**src/rtl/uart_tx.sv**
```systemverilog
// uart_tx: UART transmitter, one line bit per clk edge.
// Frame = start(0), data LSB first, optional parity, stop(1).
// A request is taken only in IDLE. P_DATA, PAR_EN and PAR_TYP are latched at
// that handshake, so the frame never sees later changes to them.
module uart_tx #(
  parameter int unsigned data_width = 8
) (
  input  logic                  clk,
  input  logic                  rst,
  input  logic [data_width-1:0] P_DATA,
  input  logic                  Data_Valid,
  input  logic                  PAR_EN,
  input  logic                  PAR_TYP,
  output logic                  TX_OUT,
  output logic                  busy
);

  localparam int unsigned CNT_W = (data_width > 1) ? $clog2(data_width) : 1;
  localparam logic [CNT_W-1:0] CNT_LAST = CNT_W'(data_width - 1);

  typedef enum logic [2:0] {
    IDLE,
    START,
    DATA,
    PARITY,
    STOP
  } state_e;

  state_e                state_q, state_d;
  logic [data_width-1:0] shift_q, shift_d;
  logic [data_width-1:0] data_q, data_d;
  logic [CNT_W-1:0]      cnt_q, cnt_d;
  logic                  par_en_q, par_en_d;
  logic                  par_typ_q, par_typ_d;
  logic                  tx_q, tx_d;
  logic                  busy_q, busy_d;
  logic                  par_bit;

  // Parity comes from the latched byte: even = XOR of data, odd = inverted XOR.
  assign par_bit = (^data_q) ^ par_typ_q;

  // State, datapath and output registers; reset abandons any frame in flight.
  always_ff @(posedge clk or negedge rst) begin
    if (!rst) begin
      state_q   <= IDLE;
      shift_q   <= '0;
      data_q    <= '0;
      cnt_q     <= '0;
      par_en_q  <= 1'b0;
      par_typ_q <= 1'b0;
      tx_q      <= 1'b1;
      busy_q    <= 1'b0;
    end else begin
      state_q   <= state_d;
      shift_q   <= shift_d;
      data_q    <= data_d;
      cnt_q     <= cnt_d;
      par_en_q  <= par_en_d;
      par_typ_q <= par_typ_d;
      tx_q      <= tx_d;
      busy_q    <= busy_d;
    end
  end

  // Next-state and datapath update.
  always_comb begin
    state_d   = state_q;
    shift_d   = shift_q;
    data_d    = data_q;
    cnt_d     = cnt_q;
    par_en_d  = par_en_q;
    par_typ_d = par_typ_q;
    case (state_q)
      IDLE: begin
        if (Data_Valid) begin
          state_d   = START;
          shift_d   = P_DATA;
          data_d    = P_DATA;
          par_en_d  = PAR_EN;
          par_typ_d = PAR_TYP;
          cnt_d     = '0;
        end
      end
      START: begin
        state_d = DATA;
        cnt_d   = '0;
      end
      DATA: begin
        if (cnt_q == CNT_LAST) begin
          state_d = par_en_q ? PARITY : STOP;
          cnt_d   = '0;
        end else begin
          shift_d = shift_q >> 1;
          cnt_d   = cnt_q + CNT_W'(1);
        end
      end
      PARITY: state_d = STOP;
      STOP:   state_d = IDLE;
      default: state_d = IDLE;
    endcase
  end

  // Line and busy are decoded from the upcoming state so that both come
  // straight out of flops in the same cycle the state takes effect.
  always_comb begin
    tx_d   = 1'b1;
    busy_d = 1'b1;
    case (state_d)
      IDLE: begin
        tx_d   = 1'b1;
        busy_d = 1'b0;
      end
      START:  tx_d = 1'b0;
      DATA:   tx_d = shift_d[0];
      PARITY: tx_d = par_bit;
      STOP:   tx_d = 1'b1;
      default: begin
        tx_d   = 1'b1;
        busy_d = 1'b0;
      end
    endcase
  end

  assign TX_OUT = tx_q;
  assign busy   = busy_q;

endmodule
```
**config.mk**
```make
export PLATFORM = sky130hd
export DESIGN_NAME = uart_tx
export DESIGN_NICKNAME = d
export VERILOG_FILES = /design/src/rtl/uart_tx.sv
export SDC_FILE = /design/constraint.sdc
export NUM_CORES = 1
export LEC_CHECK = 0
export BUFFER_PORTS_ARGS = -buffer_cell sky130_fd_sc_hd__buf_2
export CORE_MARGIN = 3
export CORE_UTILIZATION = 55
export DETAILED_ROUTE_END_ITERATION = 7
export PLACE_DENSITY = 0.79
export SLEW_MARGIN = 20
export SYNTH_ARGS = -nofsm -noshare
export SYNTH_HDL_FRONTEND = slang
export SYNTH_SLANG_ARGS = --single-unit
```
**constraint.sdc**
```tcl
create_clock -name clk -period 2.3 [get_ports clk]
set_clock_uncertainty 0.05 [all_clocks]
set_input_delay 0.23 -clock clk [delete_from_list [all_inputs] [get_ports clk]]
set_output_delay 0.23 -clock clk [all_outputs]
set_load 0.1 [all_outputs]
```
==> metrics <==
Finished Cell Area=1370 um2; Final Hold Fails=0; largest area contributor in the netlist=dfrtp_1; synthesized instance count=103; All-Layer GR Usage=18.9%; area delta synth->final=12.9%; Synth area leaders=dfrtp_1 52%, mux2_1 8.4%, xnor2_1 5.1%; row cnt=16; total CTS buffers=3; DIE HEIGHT=52.9 um; vias per cell=5.56; worst setup margin=258 ps; worst path cell trace=ha_1 > ha_1 > nor4b_4 > buf_4 > and3_1 > a221o_1 > nor4_2 > a211oi_1; Placed Instances=142; Syn. warnings=0; Final Util=67.6%; CTS H-tree depth=1; Ports=15; Worst-Skew Late Latency=320 ps; Leak=0.636 nW; placed inst area=1300 um2; Initial Util=59.8%; Setup TNS=0 ps; Post-Route WL=2.12 mm; Final Cycle Share=88.8%; die width=52.9 um; Final Non-Filler Cells=147; DP HPWL=1.62 mm; DR WL/cell=14.4 um; share of cells above drive strength 1=21.7%; DP Worst Slack=216 ps; endpoints failing setup=0; DRC=0; Hold Crit Class=input pin to flip-flop; Syn Nets=118; RSZ-0062 raised after global routing=no; post-synthesis simple-gate area fraction=15.3%; Slowest cell on crit path=dfrtp_1; Layout Nets=136; Post-Syn Area=1210 um2; Synth Register Bits=26; Worst VDD drop=0.000886 V; syn avg cell area=11.7 um2; Routability Congestion=0.805; number of global-route vias before repair=878; global route overflow=0; first-pass GRT wire length=3.77 mm; CTS tree=built; largest family of logic cells by synthesized area=simple AND/OR/NAND/NOR gates; initial drt markers=16; ANT nets after route=0; die area=2800 um2; WP data arrival=2240 ps; largest net degree at the start of global routing=27; crit-path max FO=7; count of buffers from port buffering=14; antenna violations before repair=0; Req. time, crit path=2490 ps; Crit path top cell by count=ha_1; CP Launch Type=flip-flop; core box area=2020 um2; Slew Viols, Final=0; sequential element share of the synthesized area=53.9%; compound-gate portion of the synthesized area=10.8%; Post-Synth XOR/XNOR Area=5.79%; CTS resizes=0; post-synth top area share=51.7%; Worst Max-Slew Pin Slew=567 ps; Final Critical Period=2040 ps; Max Clk Rate=0.490 GHz; Clock Tree Root=clkbuf_4; pwr dens=1590 nW/um2; relative slew slack=62.2%; Worst-path clk slew=130 ps; antenna cells=0; synth unique cells=27; max-cap viol count=0; Critical Path Max Stage Delay=430 ps; post-synthesis mux area share=9.20%; clock sinks=26; Max Root-Sink Buffers=2; Crit Path Category=flip-flop to flip-flop; crit path capture type=flip-flop; post-synthesis adder-cell area fraction=2.07%; drt pass-1 iters=4; outcome=completed; via count=818
-- flip-flops by register name, summed over array words and instances, names as in the netlist --
name,flops
busy,1
data_q,8
shift_q,8
state_q,3
TX_OUT,1
par_typ_q,1
cnt_q,3
par_en_q,1
-- worst max-delay path, delay by kind of cell, from the launching register on --
| family | cells | cell delay (ps) |
|---|---|---|
| flops | 1 | 430 |
| fa+ha+maj | 2 | 460 |
| compound gates | 2 | 360 |
| buf+inv | 1 | 200 |
| simple gates | 3 | 480 |
-- path summary, 6_finish.rpt --
check | start | end | slack, ps | cells past startpoint
min in group asynchronous | rst | data_q[1] | 370 | 2
hold / removal | PAR_TYP | par_typ_q | 80 | 2
max in group asynchronous | rst | TX_OUT | 1460 | 2
hold reg to reg | shift_q[2] | shift_q[2] | 440 | 2
setup reg to reg | cnt_q[0] | TX_OUT | 260 | 8
setup / recovery | cnt_q[0] | TX_OUT | 260 | 8
-- stage by stage --
step	power (mW)	hold WS, ps
floorplan	1.69	-116
global placement	1.84	192
detailed placement	1.89	209
CTS	2.20	60.0
global route	2.35	45.4
finish	2.18	81.1
-- cell families (layout without fill, tap and decap cells) --
group / Yosys count / after routing
AND/OR/NAND/NOR: 32 / 32
flip-flops: 26 / 26
AO/OA/AOI/OAI: 19 / 19
multiplexers: 10 / 10
XOR/XNOR: 8 / 8
buffers and inverters: 6 / 23
adder cells (fa/ha/maj): 2 / 2
-- layout make-up --
| class | count | area [um2] |
|---|---|---|
| multi-input cells | 71 | 522 |
| flip-flops and latches | 26 | 652 |
| repair buffers | 18 | 103 |
| well taps | 27 | 33.8 |
| clock inverters | 1 | 30.0 |
| clock buffers | 3 | 22.5 |
| fillers | 161 | 656 |
| inverters | 1 | 3.75 |
-- layout by cell type, fill, tap and decap left out, types with 3 or more instances in the layout --
| master | n |
|---|---|
| a22oi_1 | 8 |
| xnor2_1 | 7 |
| nor2_1 | 5 |
| mux2_1 | 9 |
| buf_2 | 14 |
| o21ai_1 | 4 |
| nor3_1 | 3 |
| clkbuf_4 | 3 |
| nand2_1 | 16 |
| dfrtp_1 | 25 |
| buf_4 | 3 |
-- layer usage --
metal	vias up	track usage (%)	wire length, um
met2	26	32.9	1050
met1	392	21.2	925
li1	396	-	-
met5	-	0	0
met4	0	7.23	32
met3	4	6.20	108
-- cells in the mapped netlist --
| master | n |
|---|---|
| nand2_1 | 16 |
| ha_1 | 2 |
| nor4b_4 | 2 |
| inv_1 | 1 |
| buf_2 | 2 |
| xor2_1 | 1 |
| dfrtp_1 | 25 |
| a22oi_1 | 8 |
| a211oi_1 | 1 |
| o21ai_1 | 4 |
| nor2b_1 | 2 |
| nand2b_1 | 1 |
| nor2_2 | 1 |
| dfstp_2 | 1 |
| a22o_1 | 1 |
| nor4_2 | 1 |
| xnor2_1 | 7 |
| nor3_1 | 3 |
| mux2_1 | 9 |
| a31oi_1 | 1 |
| buf_4 | 3 |
| a21o_1 | 1 |
| mux2i_1 | 1 |
| and3_1 | 1 |
| nor2_1 | 5 |
| a21oi_1 | 2 |
| a221o_1 | 1 |
-- report_power, final --
group / internal [mW] / switching [mW]
Clock: 0.176 / 0.129
Sequential: 0.678 / 0.183
Combinational: 0.463 / 0.547
-- timing repair --
action / in CTS / in global routing
setup endpoints to repair: 0 / 1
hold buffers: 1 / 0
buffers inserted: 0 / 0
endpoints found under the hold margin: 25 / 0
(Power assumes the default switching activity.)
